File: config.mk
export PLATFORM = sky130hd
export DESIGN_NAME = alu_mem_sequencer_flat
export DESIGN_NICKNAME = d
export VERILOG_FILES = /design/src/rtl/alu_mem_sequencer_if.sv /design/src/rtl/alu_mem_sequencer.sv /design/src/flat_wrapper.sv
export SDC_FILE = /design/constraint.sdc
export NUM_CORES = 2
export LEC_CHECK = 0
export ABC_AREA = 1
export CAP_MARGIN = 20
export CORE_ASPECT_RATIO = 0.8
export CORE_MARGIN = 2
export CORE_UTILIZATION = 35
export CTS_CLUSTER_SIZE = 10
export DETAILED_ROUTE_END_ITERATION = 8
export GPL_ROUTABILITY_DRIVEN = 0
export SKIP_LAST_GASP = 1
export SYNTH_ARGS = -nofsm -noshare
export SYNTH_HDL_FRONTEND = slang
export SYNTH_SLANG_ARGS = --single-unit
export TNS_END_PERCENT = 1
File: constraint.sdc
create_clock -name clk -period 5.4 [get_ports clk]
set_input_delay 1.08 -clock clk [delete_from_list [all_inputs] [get_ports clk]]
set_output_delay 1.08 -clock clk [all_outputs]
set_load 0.1 [all_outputs]
File: src/rtl/alu_mem_sequencer_if.sv
// alu_mem_sequencer_if: command, loader, debug-read and status signals of
// the operand-fetch / write-back sequencer. The master drives commands and
// loads, and the slave (the sequencer) returns status and debug data.
interface alu_mem_sequencer_if #(
  parameter int DATA_W = 32,
  parameter int ADDR_W = 5
);
  // Command request
  logic              start;
  logic [2:0]        op;
  logic [ADDR_W-1:0] addr_a;
  logic [ADDR_W-1:0] addr_b;
  logic [ADDR_W-1:0] addr_d;
  // Memory loader
  logic              ld_en;
  logic [ADDR_W-1:0] ld_addr;
  logic [DATA_W-1:0] ld_data;
  // Debug read port
  logic [ADDR_W-1:0] dbg_addr;
  logic [DATA_W-1:0] dbg_data;
  // Status
  logic              busy;
  logic              done;
  logic [DATA_W-1:0] result;
  logic              zero;
  logic              ovf;
  logic              err;

  modport master (
    output start, op, addr_a, addr_b, addr_d,
    output ld_en, ld_addr, ld_data, dbg_addr,
    input  dbg_data, busy, done, result, zero, ovf, err
  );

  modport slave (
    input  start, op, addr_a, addr_b, addr_d,
    input  ld_en, ld_addr, ld_data, dbg_addr,
    output dbg_data, busy, done, result, zero, ovf, err
  );
endinterface

File: src/rtl/alu_mem_sequencer.sv
// alu_mem_sequencer: operand-fetch / write-back stage around the AND, OR,
// ADD, SUBS, SOLT and NOR operations, with a DEPTH x DATA_W register memory.
// A command reads operand A, then operand B, computes op(A,B), writes the
// result to addr_d and pulses done.
// Optional feature macro: ALU_SAMEADDR_EN. When it is defined, a command whose
// addr_a equals its addr_b skips the second read, uses B = A, and completes
// one cycle earlier.
module alu_mem_sequencer #(
  parameter int DATA_W = 32,
  parameter int ADDR_W = 5,
  parameter int DEPTH  = 32
) (
  input  logic               clk,
  input  logic               rst,
  alu_mem_sequencer_if.slave bus
);

  localparam int MSB = DATA_W - 1;

  localparam logic [2:0] OP_AND  = 3'b000;
  localparam logic [2:0] OP_OR   = 3'b001;
  localparam logic [2:0] OP_ADD  = 3'b010;
  localparam logic [2:0] OP_SUBS = 3'b011;
  localparam logic [2:0] OP_SOLT = 3'b100;
  localparam logic [2:0] OP_NOR  = 3'b101;

  typedef enum logic [2:0] {
    S_IDLE = 3'd0,
    S_RD_A = 3'd1,
    S_RD_B = 3'd2,
    S_EXEC = 3'd3,
    S_WB   = 3'd4
  } state_t;

  state_t            r_state;
  logic              r_busy;
  logic              r_done;
  logic [DATA_W-1:0] r_result;
  logic              r_zero;
  logic              r_ovf;
  logic              r_err;
  logic [2:0]        r_op;
  logic [ADDR_W-1:0] r_addr_a;
  logic [ADDR_W-1:0] r_addr_b;
  logic [ADDR_W-1:0] r_addr_d;
  logic [DATA_W-1:0] r_a;
  logic [DATA_W-1:0] r_b;
  logic [DATA_W-1:0] r_rd_data;
  logic [DATA_W-1:0] r_mem [DEPTH];

  logic [DATA_W-1:0] w_sum;
  logic [DATA_W-1:0] w_diff;
  logic [DATA_W-1:0] w_alu;
  logic              w_alu_ovf;
  logic              w_legal;
  logic [ADDR_W-1:0] w_rd_addr;
  logic              w_wb_we;
  logic              w_ld_we;

  // Combinational operation select on the captured operands
  always_comb begin
    w_sum     = r_a + r_b;
    w_diff    = r_a - r_b;
    w_alu     = '0;
    w_alu_ovf = 1'b0;
    w_legal   = 1'b1;
    case (r_op)
      OP_AND:  w_alu = r_a & r_b;
      OP_OR:   w_alu = r_a | r_b;
      OP_ADD: begin
        w_alu     = w_sum;
        w_alu_ovf = (r_a[MSB] == r_b[MSB]) && (w_sum[MSB] != r_a[MSB]);
      end
      OP_SUBS: begin
        w_alu     = w_diff;
        w_alu_ovf = (r_a[MSB] != r_b[MSB]) && (w_diff[MSB] != r_a[MSB]);
      end
      OP_SOLT: w_alu = {{(DATA_W-1){1'b0}}, (r_a < r_b)};
      OP_NOR:  w_alu = ~(r_a | r_b);
      default: w_legal = 1'b0;
    endcase
  end

  // Read address follows the fetch phase; write enables for write-back and loader.
  // A load is only possible while not busy, so it never collides with write-back.
  assign w_rd_addr = (r_state == S_RD_A) ? r_addr_a : r_addr_b;
  assign w_wb_we   = (r_state == S_WB) && w_legal;
  assign w_ld_we   = bus.ld_en && !r_busy;

  // Register memory: synchronous write, registered internal read (not reset)
  always_ff @(posedge clk) begin
    if (w_wb_we) begin
      r_mem[r_addr_d] <= w_alu;
    end else if (w_ld_we) begin
      r_mem[bus.ld_addr] <= bus.ld_data;
    end
    r_rd_data <= r_mem[w_rd_addr];
  end

  // Command sequencer: fetch A, fetch B, execute, write back, pulse done
  always_ff @(posedge clk or posedge rst) begin
    if (rst) begin
      r_state  <= S_IDLE;
      r_busy   <= 1'b0;
      r_done   <= 1'b0;
      r_result <= '0;
      r_zero   <= 1'b0;
      r_ovf    <= 1'b0;
      r_err    <= 1'b0;
      r_op     <= '0;
      r_addr_a <= '0;
      r_addr_b <= '0;
      r_addr_d <= '0;
      r_a      <= '0;
      r_b      <= '0;
    end else begin
      r_done <= 1'b0;
      case (r_state)
        S_IDLE: begin
          if (bus.start) begin
            r_op     <= bus.op;
            r_addr_a <= bus.addr_a;
            r_addr_b <= bus.addr_b;
            r_addr_d <= bus.addr_d;
            r_busy   <= 1'b1;
            r_state  <= S_RD_A;
          end
        end
        S_RD_A: begin
`ifdef ALU_SAMEADDR_EN
          // Identical operand addresses need only one read
          r_state <= (r_addr_a == r_addr_b) ? S_EXEC : S_RD_B;
`else
          r_state <= S_RD_B;
`endif
        end
        S_RD_B: begin
          r_a     <= r_rd_data;
          r_state <= S_EXEC;
        end
        S_EXEC: begin
          r_b <= r_rd_data;
`ifdef ALU_SAMEADDR_EN
          if (r_addr_a == r_addr_b) begin
            r_a <= r_rd_data;
          end
`endif
          r_state <= S_WB;
        end
        S_WB: begin
          if (w_legal) begin
            r_result <= w_alu;
            r_zero   <= (w_alu == '0);
            r_ovf    <= w_alu_ovf;
            r_err    <= 1'b0;
          end else begin
            r_err    <= 1'b1;
          end
          r_done  <= 1'b1;
          r_busy  <= 1'b0;
          r_state <= S_IDLE;
        end
        default: begin
          r_busy  <= 1'b0;
          r_state <= S_IDLE;
        end
      endcase
    end
  end

  assign bus.dbg_data = r_mem[bus.dbg_addr];
  assign bus.busy     = r_busy;
  assign bus.done     = r_done;
  assign bus.result   = r_result;
  assign bus.zero     = r_zero;
  assign bus.ovf      = r_ovf;
  assign bus.err      = r_err;

endmodule

File: src/flat_wrapper.sv
// flat-port wrapper written by rule: the top's interface ports become plain ports
module alu_mem_sequencer_flat 
#(
  parameter int DATA_W = 32,
  parameter int ADDR_W = 5,
  parameter int DEPTH  = 32
)
  (clk, rst, bus_start, bus_op, bus_addr_a, bus_addr_b, bus_addr_d, bus_ld_en, bus_ld_addr, bus_ld_data, bus_dbg_addr, bus_dbg_data, bus_busy, bus_done, bus_result, bus_zero, bus_ovf, bus_err);
  alu_mem_sequencer_if #(.DATA_W(DATA_W), .ADDR_W(ADDR_W)) bus_i ();
  input  logic clk;
  input  logic rst;
  input wire logic [$bits(bus_i.start)-1:0] bus_start;
  input wire logic [$bits(bus_i.op)-1:0] bus_op;
  input wire logic [$bits(bus_i.addr_a)-1:0] bus_addr_a;
  input wire logic [$bits(bus_i.addr_b)-1:0] bus_addr_b;
  input wire logic [$bits(bus_i.addr_d)-1:0] bus_addr_d;
  input wire logic [$bits(bus_i.ld_en)-1:0] bus_ld_en;
  input wire logic [$bits(bus_i.ld_addr)-1:0] bus_ld_addr;
  input wire logic [$bits(bus_i.ld_data)-1:0] bus_ld_data;
  input wire logic [$bits(bus_i.dbg_addr)-1:0] bus_dbg_addr;
  output wire logic [$bits(bus_i.dbg_data)-1:0] bus_dbg_data;
  output wire logic [$bits(bus_i.busy)-1:0] bus_busy;
  output wire logic [$bits(bus_i.done)-1:0] bus_done;
  output wire logic [$bits(bus_i.result)-1:0] bus_result;
  output wire logic [$bits(bus_i.zero)-1:0] bus_zero;
  output wire logic [$bits(bus_i.ovf)-1:0] bus_ovf;
  output wire logic [$bits(bus_i.err)-1:0] bus_err;
  assign bus_i.start = bus_start;
  assign bus_i.op = bus_op;
  assign bus_i.addr_a = bus_addr_a;
  assign bus_i.addr_b = bus_addr_b;
  assign bus_i.addr_d = bus_addr_d;
  assign bus_i.ld_en = bus_ld_en;
  assign bus_i.ld_addr = bus_ld_addr;
  assign bus_i.ld_data = bus_ld_data;
  assign bus_i.dbg_addr = bus_dbg_addr;
  assign bus_dbg_data = bus_i.dbg_data;
  assign bus_busy = bus_i.busy;
  assign bus_done = bus_i.done;
  assign bus_result = bus_i.result;
  assign bus_zero = bus_i.zero;
  assign bus_ovf = bus_i.ovf;
  assign bus_err = bus_i.err;
  alu_mem_sequencer #(.DATA_W(DATA_W), .ADDR_W(ADDR_W), .DEPTH(DEPTH)) u_core (.clk(clk), .rst(rst), .bus(bus_i));
endmodule
Word level (Yosys, flattened, before mapping). Memories as Yosys holds them, arrays and structs flattened. A register that Yosys moved wholly into a read port is not among the register bits. Cells that the tools add are included.

$add $sub $neg: 2. Order comparisons: 1. Eq/ne operators: 14. Mux-type cells: 18. Bitwise operators: 4. Reductions and logical operators: 14.

Operators with widths (number): 32-bit one-hot mux with 6 select lines (1); 32-bit adder (1); 32-bit bitwise AND (1); 32-bit logical NOT (1); 32-bit < comparator (1); 32-bit 2-to-1 mux (1); 32-bit inverter (1); 32-bit bitwise OR (1); 32-bit OR reduction (1); 32-bit subtractor (1); 3-bit by 2-bit equality test with 1-bit output, second input constant (4); 3-bit one-hot mux with 4 select lines (1); 1-bit 2-to-1 mux (10); 5-bit 2-to-1 mux (2); 3-bit equality test, second input constant (3); 3-bit by 1-bit equality test with 1-bit output, second input constant (2); 3-bit logical NOT (2); 2-bit AND reduction (3); 6-bit OR reduction (1); 1-bit logical AND (4); 1-bit one-hot mux with 2 select lines (2); 3-bit 2-to-1 mux (1); 1-bit != test (3); 3-bit OR reduction (1); other kinds (4) (4).

Flip-flop bits (word level): 122. RAM bits: 1024. Bits of input ports: 64. Output and inout bits: 69. Logic and storage cells: 67. Memories: 1.

Memories: u_core.r_mem (depth 32, bits a word 32, read ports 2, clocked after memory_dff 1, wr ports 1, line alu_mem_sequencer.sv:49) `logic [DATA_W-1:0] r_mem [DEPTH];`.

Logic depth before layout (Yosys ltp).
Depth in word-level cells: 8. Mapped depth: 21.

Worst setup path after synthesis. OpenSTA, ideal clock, no wires.

Path kind: input -> output. Start point: input port bus_dbg_addr[0]. End point: output port bus_dbg_data[6]. Data arrival time: 4.005 ns. Setup slack: 0.315 ns. Stages: 9. Path buffers: 4. Cells stage by stage: buf_2 clkinv_1 buf_2 clkbuf_1 clkbuf_1 nor2_1 o221ai_1 nand3_1 a31oi_1.

Word-level cells in the longest chain between the ends: 1.

RTL lines: start: declaration (line flat_wrapper.sv:20) `input wire logic [$bits(bus_i.dbg_addr)-1:0] bus_dbg_addr;`; memory read 32 x 32 bit; end: declaration (line flat_wrapper.sv:21) `output wire logic [$bits(bus_i.dbg_data)-1:0] bus_dbg_data;`.

Every way passes these cells.

Final worst setup path.
Start point: input port bus_dbg_addr[1]. End point: output port bus_dbg_data[21].

The elaborated chain is that of the path after synthesis.

==> impl_metrics.yaml <==
outcome:
  outcome: "finished clean"
placed_design:
  io_buffers: 132
  place_ws_ns: 0.703
  dpl_cell_area_mm2: 0.0654
  dp.cells: 8551
  hpwl_mm: 142
min_path:
  hold_depth: 2
  hp-start: "u_core.r_rd_data[15]"
  hold_end: "u_core.r_b[15]"
  hp-class: "reg2reg"
route:
  initialDrtViolationCount: 9603
  post-route-drc-count: 0
  viasPerCell: 6.21
  routed_wirelength_mm: 239
  wl_per_cell_um: 27.2
  first_pass_iters: 8
  vias: 54500
  ant_nets: 0
job:
  cap_violations: 0
timing:
  slew_violations: 0
  fmax_mhz: 210
  worst_pin_slew_ns: 1.16
  period_share_pct: 88.4
  finalSetupViolations: 0
  relSlewSlack_pct: 22.4
  min_period_ns: 4.77
  final.setup.worst_slack_ns: 0.629
  rsz0062_at_grt: "false"
  tns_ns: 0
  hold_violations: 0
  fin_worst_skew_ns: 0.0500
logic_synthesis:
  post-synth-top-count-cell: "nor2_1"
  synth_xor_area_share_pct: 0.0435
  synth_mux_area_share_pct: 0.410
  syn_nets: 6613
  avgSynthCellArea_um2: 9.37
  synth_top_area_cell: "edfxtp_1"
  yosys.area_share.simple_pct: 15.2
  synth-seq-cells: 1178
  synth_area_mm2: 0.0604
  ys_seq_area_share_pct: 57.0
  synth_ff_type: "edfxtp_1"
  synth_top_family_by_area: "compound AO/OA/AOI/OAI gates"
  synthAdderAreaFrac_pct: 2.16
  synth_cells: 6446
  synth_top_area_share_pct: 50.9
  ys_types: 47
  synth-edff-count: 1024
  synth_warnings: 0
  synth_commonest_cells: "1406 x nor2_1, 1112 x o21ai_0, 1024 x edfxtp_1"
  synthArstFlopShare_pct: 10.4
  synth-compound-area-share_pct: 19.7
  synth_area_leaders: "edfxtp_1 51%, o21ai_0 9.2%, nor2_1 8.7%"
clock_tree:
  cts.path.max_buffers: 3
  clk-insertion-delay-late_ns: 0.80
  post_cts_buffers: 0
  cts.reportedPaths.clkPinSlew_ns: 0.06
  cts.htree.levels: 4
  cts_resized: 0
  root_buffer: "clkbuf_16"
  numCtsBuffers: 142
  cts_tree: "built"
  hold_buffers: 0
  cts.sinks: 1178
layout:
  antenna_cells: 0
  seq_area_mm2: 0.0344
  n_fill_cell: 16300
  design_area_mm2: 0.0696
  synthToLayoutAreaGrowth_pct: 15.3
  final_core_util_pct: 40.6
  final_cells: 8779
  nets: 6586
  drive_gt1_share_pct: 7.77
  multi_input_area_mm2: 0.0231
global_routing:
  grt_pass1_vias: 50100
  grt_max_degree: 152
  grt_antenna_before_repair: 6
  grt_pass1_wl_mm: 341
  grt.overflow.total: 0
  grt_use_total_pct: 26.3
floorplan:
  core_area_mm2: 0.172
  start_util_pct: 35.2
  row_count: 136
  io_pins: 133
  die_y_um: 376
  die_x_um: 468
  die_area_mm2: 0.176
critical_path:
  r2r_setup_slack_ns: 1.39
  critPathCaptureType: "output pin"
  cp_max_fo: 72
  reg2reg_depth: 10
  reg2reg_from: "u_core.r_state[1]"
  cp-start-kind: "input port"
  startpoint: "bus_dbg_addr[1]"
  worstPathRequired_ns: 4.32
  cp.arrival_ns: 3.69
  rr_endpoint: "u_core.r_rd_data[1]"
  path_class: "in2out"
power_and_ir_drop:
  peakVddDrop_uv: 692
  power.leakage_nw: 24.6
  p_per_area_mw_per_mm2: 690
==> routing by layer <==
| layer | routed length, µm | GRT usage (%) | share of wire, % | up-vias |
|---|---|---|---|---|
| met3 | 31500 | 5.97 | 13 | 739 |
| li1 | - | - | - | 23100 |
| met2 | 101000 | 38.6 | 42 | 4364 |
| met1 | 93800 | 36.4 | 39 | 26300 |
| met5 | 73 | 0 | 0.031 | - |
| met4 | 12600 | 13.0 | 5.3 | 10 |
==> report_power, final <==
group | switching, mW | total, mW | internal [mW]
clock network | 3.83 | 8.93 | 5.10
logic | 19.1 | 25.2 | 6.17
registers | 0.617 | 13.9 | 13.3
==> cells by family (layout without fill, tap and decap cells) <==
logic type	Yosys count	in the layout
simple gates	2327	2327
compound gates	1989	1989
flops	1178	1178
buf+inv	824	880
fa+ha+maj	103	103
mux	22	22
xor+xnor	3	3
==> per-stage QoR <==
stage          power (mW)  hold WS, ns
2_1_floorplan        28.7        0.437
3_3_place_gp         38.2        0.453
3_5_place_dp         38.6        0.461
4_1_cts              47.5        0.457
5_1_grt              50.2        0.494
6_report             48.1        0.453
==> worst max-delay path by stage <==
stage,cells past startpoint,end,slack [ns]
after floorplan,9,bus_dbg_data[6],0.31
after global placement,10,bus_dbg_data[0],0.72
after detailed placement,11,bus_dbg_data[2],0.70
after CTS,11,bus_dbg_data[2],0.69
after global routing,11,bus_dbg_data[2],0.57
final,11,bus_dbg_data[21],0.63
==> state kept, by name, summed over array words and instances, names as in the netlist <==
name               count
u_core.bus.busy        1
u_core.bus.done        1
u_core.bus.err         1
u_core.bus.ovf         1
u_core.bus.result     32
u_core.bus.zero        1
u_core.r_a            32
u_core.r_addr_a        5
u_core.r_addr_b        5
u_core.r_addr_d        5
u_core.r_b            32
u_core.r_mem        1024
u_core.r_op            3
u_core.r_rd_data      32
u_core.r_state         3
==> area by class of cell <==
| type | count | area share [%] |
|---|---|---|
| clock buffers | 206 | 5.72 |
| inverters | 325 | 1.83 |
| flip-flops and latches | 1178 | 49.5 |
| repair buffers | 328 | 5.47 |
| multi-input cells | 4444 | 33.1 |
| clock inverters | 21 | 0.318 |
| well taps | 2277 | 4.09 |
==> layout by cell type (no fill, tap or decap), types with 108 or more instances in the layout <==
cell type	n
nand2_1	588
inv_1	311
edfxtp_1	1024
dfrtp_1	122
nor2_1	1373
a21oi_1	108
clkbuf_16	149
o21ai_0	1111
buf_4	141
o22ai_1	167
nand3_1	289
o221ai_1	364
==> critical path, cell delays in order <==
cell and delay [ns]:
clkbuf_8 0.24, inv_8 0.51, buf_4 0.35, o21ai_0 0.12, o22ai_1 0.14, nor2_1 0.07, nor2_1 0.11, o21ai_0 0.18
a32oi_1 0.44, buf_4 0.20, buf_12 0.17
Power figures use the tool's default switching activity.
